**src/rtl/seg_scan_ctrl.sv**
```systemverilog
// seg_scan_ctrl: 4-digit multiplexed 7-segment scan controller
// with ghost-guard blanking, 16-level PWM and frame-atomic updates.
module seg_scan_ctrl #(
   parameter int DWELL_LOG2 = 9,
   parameter int GUARD      = 8
) (
   input  logic       CLKIN,
   input  logic       RESET_N,
   input  logic       ENABLE,
   input  logic       LOAD,
   input  logic [7:0] DIG0,
   input  logic [7:0] DIG1,
   input  logic [7:0] DIG2,
   input  logic [7:0] DIG3,
   input  logic [3:0] DIG_EN,
   input  logic [3:0] BRIGHT,
   output logic [7:0] SEG,
   output logic [3:0] SEL,
   output logic       FRAME_DONE,
   output logic       BUSY
);

   localparam int GW = (GUARD > 1) ? $clog2(GUARD) : 1;
   localparam int CW = (DWELL_LOG2 > GW) ? DWELL_LOG2 : GW;
   localparam logic [CW-1:0] G_LAST  = CW'(GUARD - 1);
   localparam logic [CW-1:0] ON_LAST = CW'((2 ** DWELL_LOG2) - 1);

   typedef enum logic [1:0] {
      S_IDLE,
      S_GUARD,
      S_ON
   } state_e;

   state_e          state_q, state_d;
   logic [1:0]      idx_q, idx_d;
   logic [CW-1:0]   cnt_q, cnt_d;
   logic            xfer;
   logic            fd_d;
   logic            lit;
   logic [7:0]      seg_d;
   logic [3:0]      sel_d;

   logic [3:0][7:0] pend_pat_q, act_pat_q, act_pat_d;
   logic [3:0]      pend_en_q, act_en_q, act_en_d;
   logic [3:0]      pend_br_q, act_br_q, act_br_d;

   // Pending buffer: every LOAD overwrites, last one before a transfer wins.
   always_ff @(posedge CLKIN or negedge RESET_N) begin
      if (!RESET_N) begin
         pend_pat_q <= {4{8'hFF}};
         pend_en_q  <= 4'h0;
         pend_br_q  <= 4'h0;
      end else if (LOAD) begin
         pend_pat_q <= {DIG3, DIG2, DIG1, DIG0};
         pend_en_q  <= DIG_EN;
         pend_br_q  <= BRIGHT;
      end
   end

   // Next state, frame-start transfer and registered output values.
   always_comb begin
      state_d = state_q;
      idx_d   = idx_q;
      cnt_d   = cnt_q;
      xfer    = 1'b0;
      fd_d    = 1'b0;
      if (!ENABLE) begin
         state_d = S_IDLE;
         idx_d   = 2'd0;
         cnt_d   = '0;
      end else begin
         unique case (state_q)
            S_IDLE: begin
               state_d = S_GUARD;
               idx_d   = 2'd0;
               cnt_d   = '0;
               xfer    = 1'b1;
            end
            S_GUARD: begin
               if (cnt_q == G_LAST) begin
                  state_d = S_ON;
                  cnt_d   = '0;
               end else begin
                  cnt_d = cnt_q + 1'b1;
               end
            end
            S_ON: begin
               if (cnt_q == ON_LAST) begin
                  state_d = S_GUARD;
                  cnt_d   = '0;
                  if (idx_q == 2'd3) begin
                     idx_d = 2'd0;
                     fd_d  = 1'b1;
                     xfer  = 1'b1;
                  end else begin
                     idx_d = idx_q + 2'd1;
                  end
               end else begin
                  cnt_d = cnt_q + 1'b1;
               end
            end
            default: begin
               state_d = S_IDLE;
               idx_d   = 2'd0;
               cnt_d   = '0;
            end
         endcase
      end

      act_pat_d = xfer ? pend_pat_q : act_pat_q;
      act_en_d  = xfer ? pend_en_q  : act_en_q;
      act_br_d  = xfer ? pend_br_q  : act_br_q;

      lit = (state_d == S_ON) && act_en_d[idx_d]
            && (cnt_d[DWELL_LOG2-1 -: 4] <= act_br_d);
      sel_d = lit ? ~(4'b0001 << idx_d) : 4'hF;
      seg_d = lit ? act_pat_d[idx_d] : 8'hFF;
   end

   // State, active buffer and output registers.
   always_ff @(posedge CLKIN or negedge RESET_N) begin
      if (!RESET_N) begin
         state_q    <= S_IDLE;
         idx_q      <= 2'd0;
         cnt_q      <= '0;
         act_pat_q  <= {4{8'hFF}};
         act_en_q   <= 4'h0;
         act_br_q   <= 4'h0;
         SEG        <= 8'hFF;
         SEL        <= 4'hF;
         FRAME_DONE <= 1'b0;
         BUSY       <= 1'b0;
      end else begin
         state_q    <= state_d;
         idx_q      <= idx_d;
         cnt_q      <= cnt_d;
         act_pat_q  <= act_pat_d;
         act_en_q   <= act_en_d;
         act_br_q   <= act_br_d;
         SEG        <= seg_d;
         SEL        <= sel_d;
         FRAME_DONE <= fd_d;
         BUSY       <= (state_d != S_IDLE);
      end
   end

endmodule

```
**config.mk**
```make
export PLATFORM = sky130hd
export DESIGN_NAME = seg_scan_ctrl
export DESIGN_NICKNAME = d
export VERILOG_FILES = /design/src/rtl/seg_scan_ctrl.sv
export SDC_FILE = /design/constraint.sdc
export NUM_CORES = 1
export LEC_CHECK = 0
export BUFFER_PORTS_ARGS = -buffer_cell sky130_fd_sc_hd__buf_2
export CORE_UTILIZATION = 50
export DETAILED_ROUTE_END_ITERATION = 10
export PLACE_DENSITY = 0.76
export SKIP_LAST_GASP = 1
export SLEW_MARGIN = 20
export SYNTH_ARGS = -nofsm -noshare
export SYNTH_HDL_FRONTEND = slang
export SYNTH_SLANG_ARGS = --single-unit
```
**constraint.sdc**
```tcl
create_clock -name CLKIN -period 3.3 [get_ports CLKIN]
set_clock_uncertainty 0.05 [all_clocks]
set_input_delay 0.825 -clock CLKIN [delete_from_list [all_inputs] [get_ports CLKIN]]
set_output_delay 0.825 -clock CLKIN [all_outputs]
set_load 0.005 [all_outputs]
```
==> run summary, run 1 <==
Synth
* **number of unique standard cell types used by synthesis** 47
* **main combinational cell family by area after synthesis** multiplexers
* **Synth Register Bits** 107
* **Compound-Gate Fraction of Synth Area** 5.26%
* **number of nets produced by synthesis** 373
* **top post-synthesis cells by area** sky130_fd_sc_hd__dfstp_2 44%, sky130_fd_sc_hd__dfrtp_1 17%, sky130_fd_sc_hd__mux2_2 16%, sky130_fd_sc_hd__ha_1 3.3%, sky130_fd_sc_hd__mux2_1 2.5%
* **portion of the post-synthesis area used by sequential elements** 60.7%
* **dominant synthesized flop cell** sky130_fd_sc_hd__dfstp_2
* **Mapped Cells** 317
* **fraction of synthesized area in multiplexers** 20.1%
* **Post-Synth XOR/XNOR Area** 1.15%
* **Yosys top cell by area** sky130_fd_sc_hd__dfstp_2
* **cell area after synthesis** 4560 sq um
* **number of enable-type register cells in the synthesized netlist** 0
* **number of warning messages in the yosys log** 0
* **area fraction in and, or, nand and nor cells after synthesis** 7.15%
* **Synth async-reset ratio** 100%
* **adder-cell share of the synthesized area** 3.29%
* **area fraction of the dominant cell type after synthesis** 43.8%
* **Avg Synthesized Cell Area** 14.4 sq um

Setup path
* **most frequent CP cell** sky130_fd_sc_hd__ha_4
* **critical path arrival** 3.48 ns
* **minimum setup slack among reg-to-reg paths** 0.04 ns
* **maximum cell stage delay along the critical path** 0.41 ns
* **startpoint-to-endpoint class of the critical path** flip-flop to flip-flop
* **R2R Path Start** cnt_q[1]$_DFF_PN0_
* **sort of element at the end of the critical path** flip-flop
* **RR Endpoint** SEG[3]$_DFF_PN1_
* **startpoint type of the worst setup path** flip-flop
* **data required time of the critical path** 3.52 ns
* **crit-path max FO** 6
* **series of cell instances along the critical path** ha_4 -> nand3_4 -> nor2_4 -> and3_4 -> ha_4 -> nand2_4 -> o2bb2a_4 -> mux2_4 -> ha_4 -> inv_2 -> o22ai_2 -> o211ai_1 -> nor4_2 -> buf_4 -> o2111ai_2
* **slowest library cell on the worst path** sky130_fd_sc_hd__dfrtp_1
* **Reg2Reg Depth** 15

Finish
* **Nets** 445
* **antenna cell count** 0
* **Post-Layout Inst Area** 5420 sq um
* **most common cell after layout, fill and taps aside** sky130_fd_sc_hd__dfstp_2
* **Layout Area Growth over Synthesis** 18.8%
* **Final Core Density** 61.9%
* **commonest cells after routing, fill and taps aside** 76 x sky130_fd_sc_hd__dfstp_2, 63 x sky130_fd_sc_hd__mux2_2, 56 x sky130_fd_sc_hd__buf_2
* **share of layout cells above drive strength 1** 66.9%

STA
* **setup violators final** 0
* **headroom to the max-slew limit** 22.4%
* **final critical-path required period** 3.26 ns
* **maximum frequency from static timing analysis** 307 MHz
* **Slew @ Worst Pin** 1.15 ns
* **RSZ-0062 raised after global routing** true
* **Final WS setup** 0.0447 ns
* **fin. max-slew vios** 0
* **share of the cycle needed by the critical path after routing** 98.6%
* **final count of hold timing violations** 0

Power and ir drop
* **Peak VDD IR** 0.000380 V
* **total power per unit cell area** 546 nW/um^2
* **power consumption** 2960 uW
* **leakage power of the design** 0.00228 uW

GRT
* **number of antenna violations at the first check in global routing** 0
* **Global Route Usage Sum** 19.3%
* **first-pass GRT wire length** 14300 um
* **largest net degree at the start of global routing** 56
* **aggregate global routing overflow** 0
* **number of global-route vias before repair** 2871

Place
* **global placement routability congestion** 0.869
* **post-detailed-placement half-perimeter wirelength** 5680 um
* **number of port buffers** 57
* **Post-DP Area** 4990 sq um
* **Setup WS pre-CTS** -0.0436 ns

Route
* **via count** 2760
* **routed wire length** 8660 um
* **DRC** 0
* **DR WL/cell** 17.3 um
* **DR pass1 iterations** 4
* **remaining antenna violation count** 0
* **via density per instance** 5.51
* **DRC marker count from the first detailed-route iteration** 112

Clock tree
* **maximum count of clock buffers along a single path** 2
* **Clock Latency Late Sink** 0.37 ns
* **CTS tree** yes
* **CTS Buf Count** 9
* **clock root buffer master** sky130_fd_sc_hd__clkbuf_8
* **H-tree depth reported by CTS** 3
* **Reg clk slew, reported paths** 0.10 ns
* **clk sinks** 107

Min path
* **HP Class** primary input to asynchronous set/reset pin

Die
* **Die Y** 97.5 um
* **horizontal extent of the die** 97.5 um
* **cell row count** 34
* **area of the core** 8760 sq um
* **DIE AREA** 9520 sq um
* **count of boundary I/O pins** 58
* **effective utilization at floorplan** 52.1%

Job
* **Max Cap Viol** 0

Outcome
* **outcome** finished, final reports clean

-- per-layer routing --
| metal | wire, um | global-route usage, % | vias up |
|---|---|---|---|
| met5 | 0 | 0 | - |
| met4 | 95 | 7.24 | 0 |
| met3 | 288 | 3.67 | 11 |
| met2 | 4330 | 30.7 | 53 |
| met1 | 3940 | 26.4 | 1422 |
| li1 | - | - | 1274 |
-- per-stage QoR --
| stage | setup TNS [ns] | cells | hold WS, ns |
|---|---|---|---|
| finish | 0 | 501 | 0.446 |
| global route | -1.23 | 501 | 0.477 |
| CTS | 0 | 496 | 0.459 |
| detailed placement | -0.121 | 477 | 0.419 |
| global placement | 0 | 477 | 0.406 |
| floorplan | 0 | 317 | 0.399 |
-- worst max-delay path: cells and delay by family, from the launching register on --
family	cells	cell delay, ns
mux	1	0.33
simple gates	5	0.86
fa+ha+maj	3	0.59
flops	1	0.41
compound gates	4	0.66
buf+inv	2	0.26
-- worst max path at each step --
stage,cells past startpoint,slack [ns],startpoint,endpoint
2_1_floorplan,18,0.005,cnt_q[0]$_DFF_PN0_,SEL[2]$_DFF_PN1_
3_3_place_gp,16,0.12,cnt_q[0]$_DFF_PN0_,SEG[3]$_DFF_PN1_
3_5_place_dp,16,-0.04,cnt_q[0]$_DFF_PN0_,SEG[1]$_DFF_PN1_
4_1_cts,16,0.02,cnt_q[1]$_DFF_PN0_,SEG[3]$_DFF_PN1_
6_report,15,0.04,cnt_q[1]$_DFF_PN0_,SEG[3]$_DFF_PN1_
5_1_grt,16,-0.14,cnt_q[0]$_DFF_PN0_,SEG[3]$_DFF_PN1_
-- where the power goes --
group | switching, uW | internal (uW) | total, uW
logic | 208 | 232 | 440
registers | 64.9 | 1580 | 1640
clock network | 443 | 435 | 878
-- kinds of logic (layout without fill, tap and decap cells) --
kind of cell	Yosys count	in the layout
AO/OA/AOI/OAI	30	30
XOR/XNOR	6	6
adder cells (fa/ha/maj)	12	12
flip-flops	107	107
multiplexers	81	81
buffers and inverters	22	98
AND/OR/NAND/NOR	59	59
-- sequential cells by signal, summed over array words and instances (netlist names), 2 cells and up --
register / cells
act_br_q: 4
pend_en_q: 4
state_q: 2
act_pat_q: 32
act_en_q: 4
SEG: 8
SEL: 4
pend_pat_q: 32
cnt_q: 9
pend_br_q: 4
idx_q: 2
-- synth_stat cells (3+ instances only) --
master                     instances
sky130_fd_sc_hd__mux2_4            3
sky130_fd_sc_hd__xor2_1            4
sky130_fd_sc_hd__a22oi_1           6
sky130_fd_sc_hd__nand3_1          11
sky130_fd_sc_hd__nor4_2            3
sky130_fd_sc_hd__mux2_2           63
sky130_fd_sc_hd__buf_1             3
sky130_fd_sc_hd__a222oi_1          4
sky130_fd_sc_hd__nand2_1          15
sky130_fd_sc_hd__inv_1            11
sky130_fd_sc_hd__mux2i_1           5
sky130_fd_sc_hd__nor2_1           13
sky130_fd_sc_hd__ha_1             12
sky130_fd_sc_hd__a21oi_1           3
sky130_fd_sc_hd__buf_2             3
sky130_fd_sc_hd__mux2_1           10
sky130_fd_sc_hd__dfrtp_1          31
sky130_fd_sc_hd__dfstp_2          76
-- cell type report --
| cell class | count | area [sq um] |
|---|---|---|
| flip-flops and latches | 107 | 2770 |
| well taps | 108 | 135 |
| fillers | 660 | 3340 |
| inverters | 12 | 45.0 |
| repair buffers | 71 | 405 |
| clock buffers | 9 | 124 |
| clock inverters | 6 | 95.1 |
| multi-input cells | 188 | 1850 |
-- timing repair --
item | CTS | global route
setup buffers | 3 | 5
cloned | 1 | 0
setup endpoints to repair | 11 | 12
resized for setup | 3 | 25
pin swaps | 1 | 11
hold buffers | 0 | 0
Note: power is estimated with default switching activity, not from simulation.
==> inputs of run 2 (changes only) <==
Settings changed: CORE_UTILIZATION 50 to 33, PLACE_DENSITY 0.76 to 0.55.
==> run 2 against run 1 <==
  * Sequential power about the same
  * Sequential share of layout area decreased by 1.2 points
  * Maximum frequency decreased by 0.99%
  * Count of clock-buffer cells in the layout increased by 3
  * Die area increased by 50%
  * Global-route usage decreased by 5.8 points
  * Flip-flop and latch count unchanged
  * Clock power increased by 24%
  * Combinational power decreased by 5.0%
  * Via count decreased by 2.6%
  * Largest cell class unchanged
  * Highest routed layer unchanged
==> run summary, run 2 (synthesized netlist as in run 1, its figures left out) <==
Route
* **routed wire length** 9120 um, +5.3%
* **DR pass1 iterations** 4, unchanged
* **DR WL/cell** 15.9 um, -7.9%
* **remaining antenna violation count** 0, unchanged
* **via density per instance** 4.69, -15%
* **DRC marker count from the first detailed-route iteration** 84, -25%
* **via count** 2687, -2.6%
* **DRC** 0, unchanged

STA
* **maximum frequency from static timing analysis** 304 MHz, -0.99%
* **share of the cycle needed by the critical path after routing** 99.6%, +0.99 points
* **setup violators final** 0, unchanged
* **Slew @ Worst Pin** 1.07 ns, -0.0845 ns
* **final critical-path required period** 3.29 ns, +0.0325 ns
* **final count of hold timing violations** 0, unchanged
* **fin. max-slew vios** 0, unchanged
* **Final WS setup** 0.0122 ns, -0.0325 ns
* **RSZ-0062 raised after global routing** true
* **headroom to the max-slew limit** 28.1%, +5.7 points
* **worst hold-check slack** 0.449 ns, +0.00386 ns

Die
* **effective utilization at floorplan** 34.2%, -18 points
* **cell row count** 42, +24%
* **Die Y** 120 um, +23%
* **horizontal extent of the die** 120 um, +23%
* **area of the core** 13300 sq um, +52%
* **count of boundary I/O pins** 58, unchanged
* **DIE AREA** 14300 sq um, +50%

Setup path
* **maximum cell stage delay along the critical path** 0.39 ns, -0.02 ns
* **data required time of the critical path** 3.52 ns, about the same
* **crit-path max FO** 6, unchanged
* **critical path arrival** 3.50 ns, +0.02 ns
* **series of cell instances along the critical path** ha_4 -> nand3_4 -> nor2_4 -> and3_4 -> ha_4 -> nand2_4 -> o2bb2a_4 -> mux2i_2 -> ha_1 -> a21oi_2 -> o22ai_1 -> o22ai_1 -> o211ai_1 -> nor4_2 -> buf_4 -> o2111ai_2
* **startpoint type of the worst setup path** flip-flop
* **slowest library cell on the worst path** sky130_fd_sc_hd__dfrtp_1
* **Reg2Reg Depth** 16, +1
* **sort of element at the end of the critical path** flip-flop
* **startpoint-to-endpoint class of the critical path** flip-flop to flip-flop

GRT
* **first-pass GRT wire length** 14700 um, +2.6%
* **aggregate global routing overflow** 0, unchanged
* **number of antenna violations at the first check in global routing** 0, unchanged
* **Global Route Usage Sum** 13.5%, -5.8 points
* **number of global-route vias before repair** 2737, -4.7%
* **largest net degree at the start of global routing** 60, +7.1%

Clock tree
* **clk sinks** 107, unchanged
* **CTS Buf Count** 9, unchanged
* **clock root buffer master** sky130_fd_sc_hd__clkbuf_16
* **Hold Buf Count CTS** 0, unchanged
* **Clock Latency Late Sink** 0.35 ns, -0.02 ns
* **Reg clk slew, reported paths** 0.07 ns, -0.03 ns
* **CTS tree** yes
* **H-tree depth reported by CTS** 3, unchanged
* **maximum count of clock buffers along a single path** 2, unchanged

Power and ir drop
* **Peak VDD IR** 0.000282 V, -26%
* **power consumption** 3150 uW, +6.3%
* **leakage power of the design** 0.00232 uW, +1.8%
* **total power per unit cell area** 567 nW/um^2, +3.7%

Finish
* **area used by sequential logic in the layout** 2770 sq um, unchanged
* **fill count** 1289, +95%
* **Final Core Density** 41.6%, -20 points
* **commonest cells after routing, fill and taps aside** 76 x sky130_fd_sc_hd__dfstp_2, 63 x sky130_fd_sc_hd__mux2_2, 56 x sky130_fd_sc_hd__buf_2
* **antenna cell count** 0, unchanged
* **largest registers** act_pat_q x32, pend_pat_q x32, cnt_q x9
* **share of layout cells above drive strength 1** 65.2%, -1.7 points
* **most common cell after layout, fill and taps aside** sky130_fd_sc_hd__dfstp_2
* **Layout Area Growth over Synthesis** 21.7%
* **total area of multi-input combinational cells** 1800 sq um, -2.4%
* **Nets** 448, +0.67%

Place
* **Setup WS pre-CTS** -0.0149 ns, +0.0287 ns
* **number of port buffers** 57, unchanged
* **post-detailed-placement half-perimeter wirelength** 6070 um, +6.9%
* **global placement routability congestion** 0.794, -8.7%

Min path
* **Min-Delay Path Depth** 1
* **HP Class** flip-flop to flip-flop

Outcome
* **outcome** finished, final reports clean

Job
* **Max Cap Viol** 0, unchanged

==> run 2: per-stage QoR <==
step                      area, sq um  std cells  TNS, ns
after floorplan                  4590        317        0
after global placement           5080        547        0
after detailed placement         5080        547  -0.0229
after CTS                        5390        564        0
after global routing             5550        573    -1.81
final                            5550        573        0
==> run 2: worst paths after layout <==
path / from / end / slack (ns)
worst max-delay path: cnt_q[0]$_DFF_PN0_ / SEG[3]$_DFF_PN1_ / 0.01
worst max register to register: cnt_q[0]$_DFF_PN0_ / SEG[3]$_DFF_PN1_ / 0.01
worst min-delay path: act_en_q[0]$_DFF_PN0_ / act_en_q[0]$_DFF_PN0_ / 0.45
max in group asynchronous: RESET_N / SEG[7]$_DFF_PN1_ / 1.93
min in group asynchronous: RESET_N / pend_en_q[0]$_DFFE_PN0P_ / 0.49
worst min register to register: act_en_q[0]$_DFF_PN0_ / act_en_q[0]$_DFF_PN0_ / 0.45
==> run 2: layer usage <==
metal  share of wire (%)  wire (um)  up-vias  global-route usage [%]
met3                 2.9        261       10                    2.52
li1                    -          -     1279                       -
met4                 1.8        167        0                    6.09
met5                   0          0        -                       0
met2                  46       4210       38                    19.9
met1                  49       4480     1360                    19.2
==> run 2: power by group <==
group,internal [uW],leakage [uW],switching (uW),total (uW)
logic,220,0.000978,197,418
clock network,616,0.000148,476,1090
registers,1580,0.00119,58.7,1640
total,2420,0.00232,732,3150
==> run 2: what timing repair did <==
action | 4_1_cts | 5_1_grt
pin swaps | 1 | 9
endpoints found under the setup margin | 2 | 12
setup buffers | 0 | 9
resized for setup | 1 | 20
cloned | 1 | 0
==> run 2: final cells by class <==
type | instances | share of cell area (%)
clock inverters | 4 | 0.969
flip-flops and latches | 107 | 49.9
inverters | 12 | 0.811
repair buffers | 74 | 7.48
multi-input cells | 188 | 32.4
clock buffers | 12 | 4.44
well taps | 176 | 3.96
==> run 2: critical path, delay by kind of cell, from the launching register on <==
family          cells  cell delay (ns)
compound gates      6             0.85
fa+ha+maj           3             0.62
buf+inv             1             0.24
flops               1             0.39
mux                 1             0.21
simple gates        5             0.85
==> inputs of run 3 (changes only) <==
Settings changed: CORE_ASPECT_RATIO from default to 0.9.
==> run 3 against run 2 <==
  * Largest power group unchanged
  * Power up 2.8%
  * Count of clock-buffer cells in the layout is 1 lower
  * Register-to-register slack about the same
  * Design area rose by 0.14%
  * Flip-flop and latch count unchanged
==> run summary, run 3 (synthesized netlist as in run 1, its figures left out) <==
STA
* **RSZ-0062 raised after global routing** true
* **setup violators final** 0, unchanged
* **Setup Total Neg Slack** 0 ns, unchanged
* **fin. max-slew vios** 0, unchanged
* **Slew @ Worst Pin** 0.950 ns, -0.119 ns
* **final count of hold timing violations** 0, unchanged
* **final critical-path required period** 3.28 ns, -0.00469 ns
* **maximum frequency from static timing analysis** 305 MHz, +0.14%
* **share of the cycle needed by the critical path after routing** 99.5%, -0.14 points
* **headroom to the max-slew limit** 36.7%, +8.5 points

Die
* **count of boundary I/O pins** 58, unchanged
* **effective utilization at floorplan** 34.0%, -0.17 points
* **area of the core** 13400 sq um, +0.49%
* **horizontal extent of the die** 126 um, +5.3%
* **Die Y** 114 um, -5.0%
* **DIE AREA** 14300 sq um, about the same
* **cell row count** 40, -4.8%

Finish
* **antenna cell count** 0, unchanged
* **commonest cells after routing, fill and taps aside** 76 x sky130_fd_sc_hd__dfstp_2, 63 x sky130_fd_sc_hd__mux2_2, 56 x sky130_fd_sc_hd__buf_2
* **Nets** 446, -0.45%
* **most common cell after layout, fill and taps aside** sky130_fd_sc_hd__dfstp_2
* **final standard cell count with taps included and fillers excluded** 563, -1.7%
* **share of layout cells above drive strength 1** 64.6%, -0.68 points
* **Layout Area Growth over Synthesis** 21.8%
* **largest registers** act_pat_q x32, pend_pat_q x32, cnt_q x9

Route
* **Top Layer Used** met4
* **DRC** 0, unchanged
* **routed wire length** 9190 um, +0.78%
* **via count** 2693, +0.22%
* **met3 wire length** 309 um, +18%
* **DR WL/cell** 16.3 um, +2.6%
* **sum of met2 wire segment lengths after detailed routing** 4130 um, -1.8%
* **wl on met1** 4610 um, +2.9%
* **DR pass1 iterations** 4, unchanged
* **DRC marker count from the first detailed-route iteration** 151, +80%
* **remaining antenna violation count** 0, unchanged
* **via density per instance** 4.78, +2.0%

Setup path
* **data required time of the critical path** 3.51 ns, about the same
* **startpoint-to-endpoint class of the critical path** flip-flop to flip-flop
* **crit-path max FO** 6, unchanged
* **Reg2Reg Depth** 16, unchanged
* **sort of element at the end of the critical path** flip-flop
* **critical path arrival** 3.50 ns, about the same
* **startpoint type of the worst setup path** flip-flop

Power and ir drop
* **leakage power of the design** 0.00233 uW, +0.40%
* **total power per unit cell area** 582 nW/um^2, +2.6%
* **Comb power frac** 12.9%, -0.4 points
* **sw power** 743 uW, +1.5%
* **part of the power in the clock network** 36.4%, +1.7 points
* **switching part of the total** 23.0%, -0.29 points
* **Peak VDD IR** 0.000374 V, +33%
* **proportion of power drawn by flip-flops and latches** 50.7%, -1.3 points
* **internal power consumption** 2490 uW, +3.1%

Clock tree
* **CTS tree** yes
* **clk sinks** 107, unchanged
* **maximum count of clock buffers along a single path** 2, unchanged
* **Clock Latency Late Sink** 0.35 ns, about the same
* **Reg clk slew, reported paths** 0.07 ns, about the same
* **CTS Buf Count** 9, unchanged
* **clock root buffer master** sky130_fd_sc_hd__clkbuf_16
* **H-tree depth reported by CTS** 3, unchanged

GRT
* **Global Route Usage Sum** 13.8%, +0.29 points
* **first-pass GRT wire length** 15100 um, +2.9%
* **number of antenna violations at the first check in global routing** 0, unchanged
* **number of global-route vias before repair** 2844, +3.9%
* **largest net degree at the start of global routing** 46, -23%
* **aggregate global routing overflow** 0, unchanged

Place
* **post-detailed-placement half-perimeter wirelength** 6130 um, +0.87%
* **Cell Count Post-Placement** 539, -1.5%
* **number of port buffers** 57, unchanged
* **global placement routability congestion** 0.768, -3.2%

Min path
* **Min-Delay Path Depth** 1, unchanged
* **HP Class** flip-flop to flip-flop

Outcome
* **outcome** finished, final reports clean

Job
* **Max Cap Viol** 0, unchanged

run 3: cell types whose count changed in the layout (fill, tap and decap cells not counted), sizes merged:
cell | previous run | this run
clkinv | 0 | 1
buf | 74 | 72
inv | 15 | 14
clkbuf | 12 | 11
bufinv | 1 | 2
run 3: metrics by stage:
stage / hold WS [ns] / total power (uW) / cell area (sq um) / utilization (%) / worst slack, ns
global route: 0.466 / 3380 / 5560 / 41.5 / -0.187
CTS: 0.435 / 3260 / 5420 / 40.4 / 0.0210
floorplan: 0.399 / 1930 / 4590 / - / 0.00460
detailed placement: 0.424 / 2070 / 5080 / 37.9 / 0.0137
finish: 0.450 / 3230 / 5560 / 41.5 / 0.0169
global placement: 0.407 / 2050 / 5080 / 37.9 / 0.117
run 3: cell type report:
type | instances | area, sq um
flip-flops and latches | 107 | 2770
clock inverters | 5 | 83.8
clock buffers | 11 | 243
fillers | 1268 | 7850
well taps | 168 | 210
inverters | 12 | 45.0
multi-input cells | 188 | 1790
repair buffers | 72 | 413
run 3: final timing paths:
kind                       slack [ns]                  endpoint                  start
min in group asynchronous        0.46  pend_br_q[0]$_DFFE_PN0P_                RESET_N
hold reg to reg                  0.45     act_en_q[2]$_DFF_PN0_  act_en_q[2]$_DFF_PN0_
max in group asynchronous        2.00    act_pat_q[0]$_DFF_PN1_                RESET_N
setup reg to reg                 0.02          SEG[3]$_DFF_PN1_     cnt_q[0]$_DFF_PN0_
hold / removal                   0.45     act_en_q[2]$_DFF_PN0_  act_en_q[2]$_DFF_PN0_
setup / recovery                 0.02          SEG[3]$_DFF_PN1_     cnt_q[0]$_DFF_PN0_
run 3: critical path, stage by stage (launching register included):
cell                        delay [ns]
sky130_fd_sc_hd__dfrtp_1          0.41
sky130_fd_sc_hd__ha_4             0.18
sky130_fd_sc_hd__nand3_4          0.09
sky130_fd_sc_hd__nor2_4           0.12
sky130_fd_sc_hd__and3_4           0.20
sky130_fd_sc_hd__ha_4             0.15
sky130_fd_sc_hd__nand2_4          0.06
sky130_fd_sc_hd__o2bb2a_4         0.27
sky130_fd_sc_hd__mux2i_2          0.16
sky130_fd_sc_hd__ha_1             0.32
sky130_fd_sc_hd__a21oi_2          0.14
sky130_fd_sc_hd__o22ai_1          0.08
sky130_fd_sc_hd__o22ai_1          0.12
sky130_fd_sc_hd__o211ai_1         0.12
sky130_fd_sc_hd__nor4_2           0.36
sky130_fd_sc_hd__buf_4            0.23
sky130_fd_sc_hd__o2111ai_1        0.12
run 3: power by group through the flow:
stage	Sequential [uW]	Clock (uW)	Combinational (uW)
floorplan	1640	0	295
global placement	1660	0	393
detailed placement	1660	0	406
CTS	1640	1210	408
global route	1660	1250	466
finish	1640	1180	417
run 3: timing repair:
item                                   in CTS  in global routing
pin swaps                                   1                  8
cloned                                      1                  0
endpoints found under the hold margin       0                  0
setup endpoints to repair                   2                 12
hold buffers                                0                  0
gates resized for setup                     3                 16
setup buffers                               0                  7
run 3: per-layer routing:
metal	global-route usage [%]	vias to the layer above
met1	19.2	1360
met5	0	-
met4	5.06	0
met3	3.47	10
li1	-	1279
met2	20.7	44
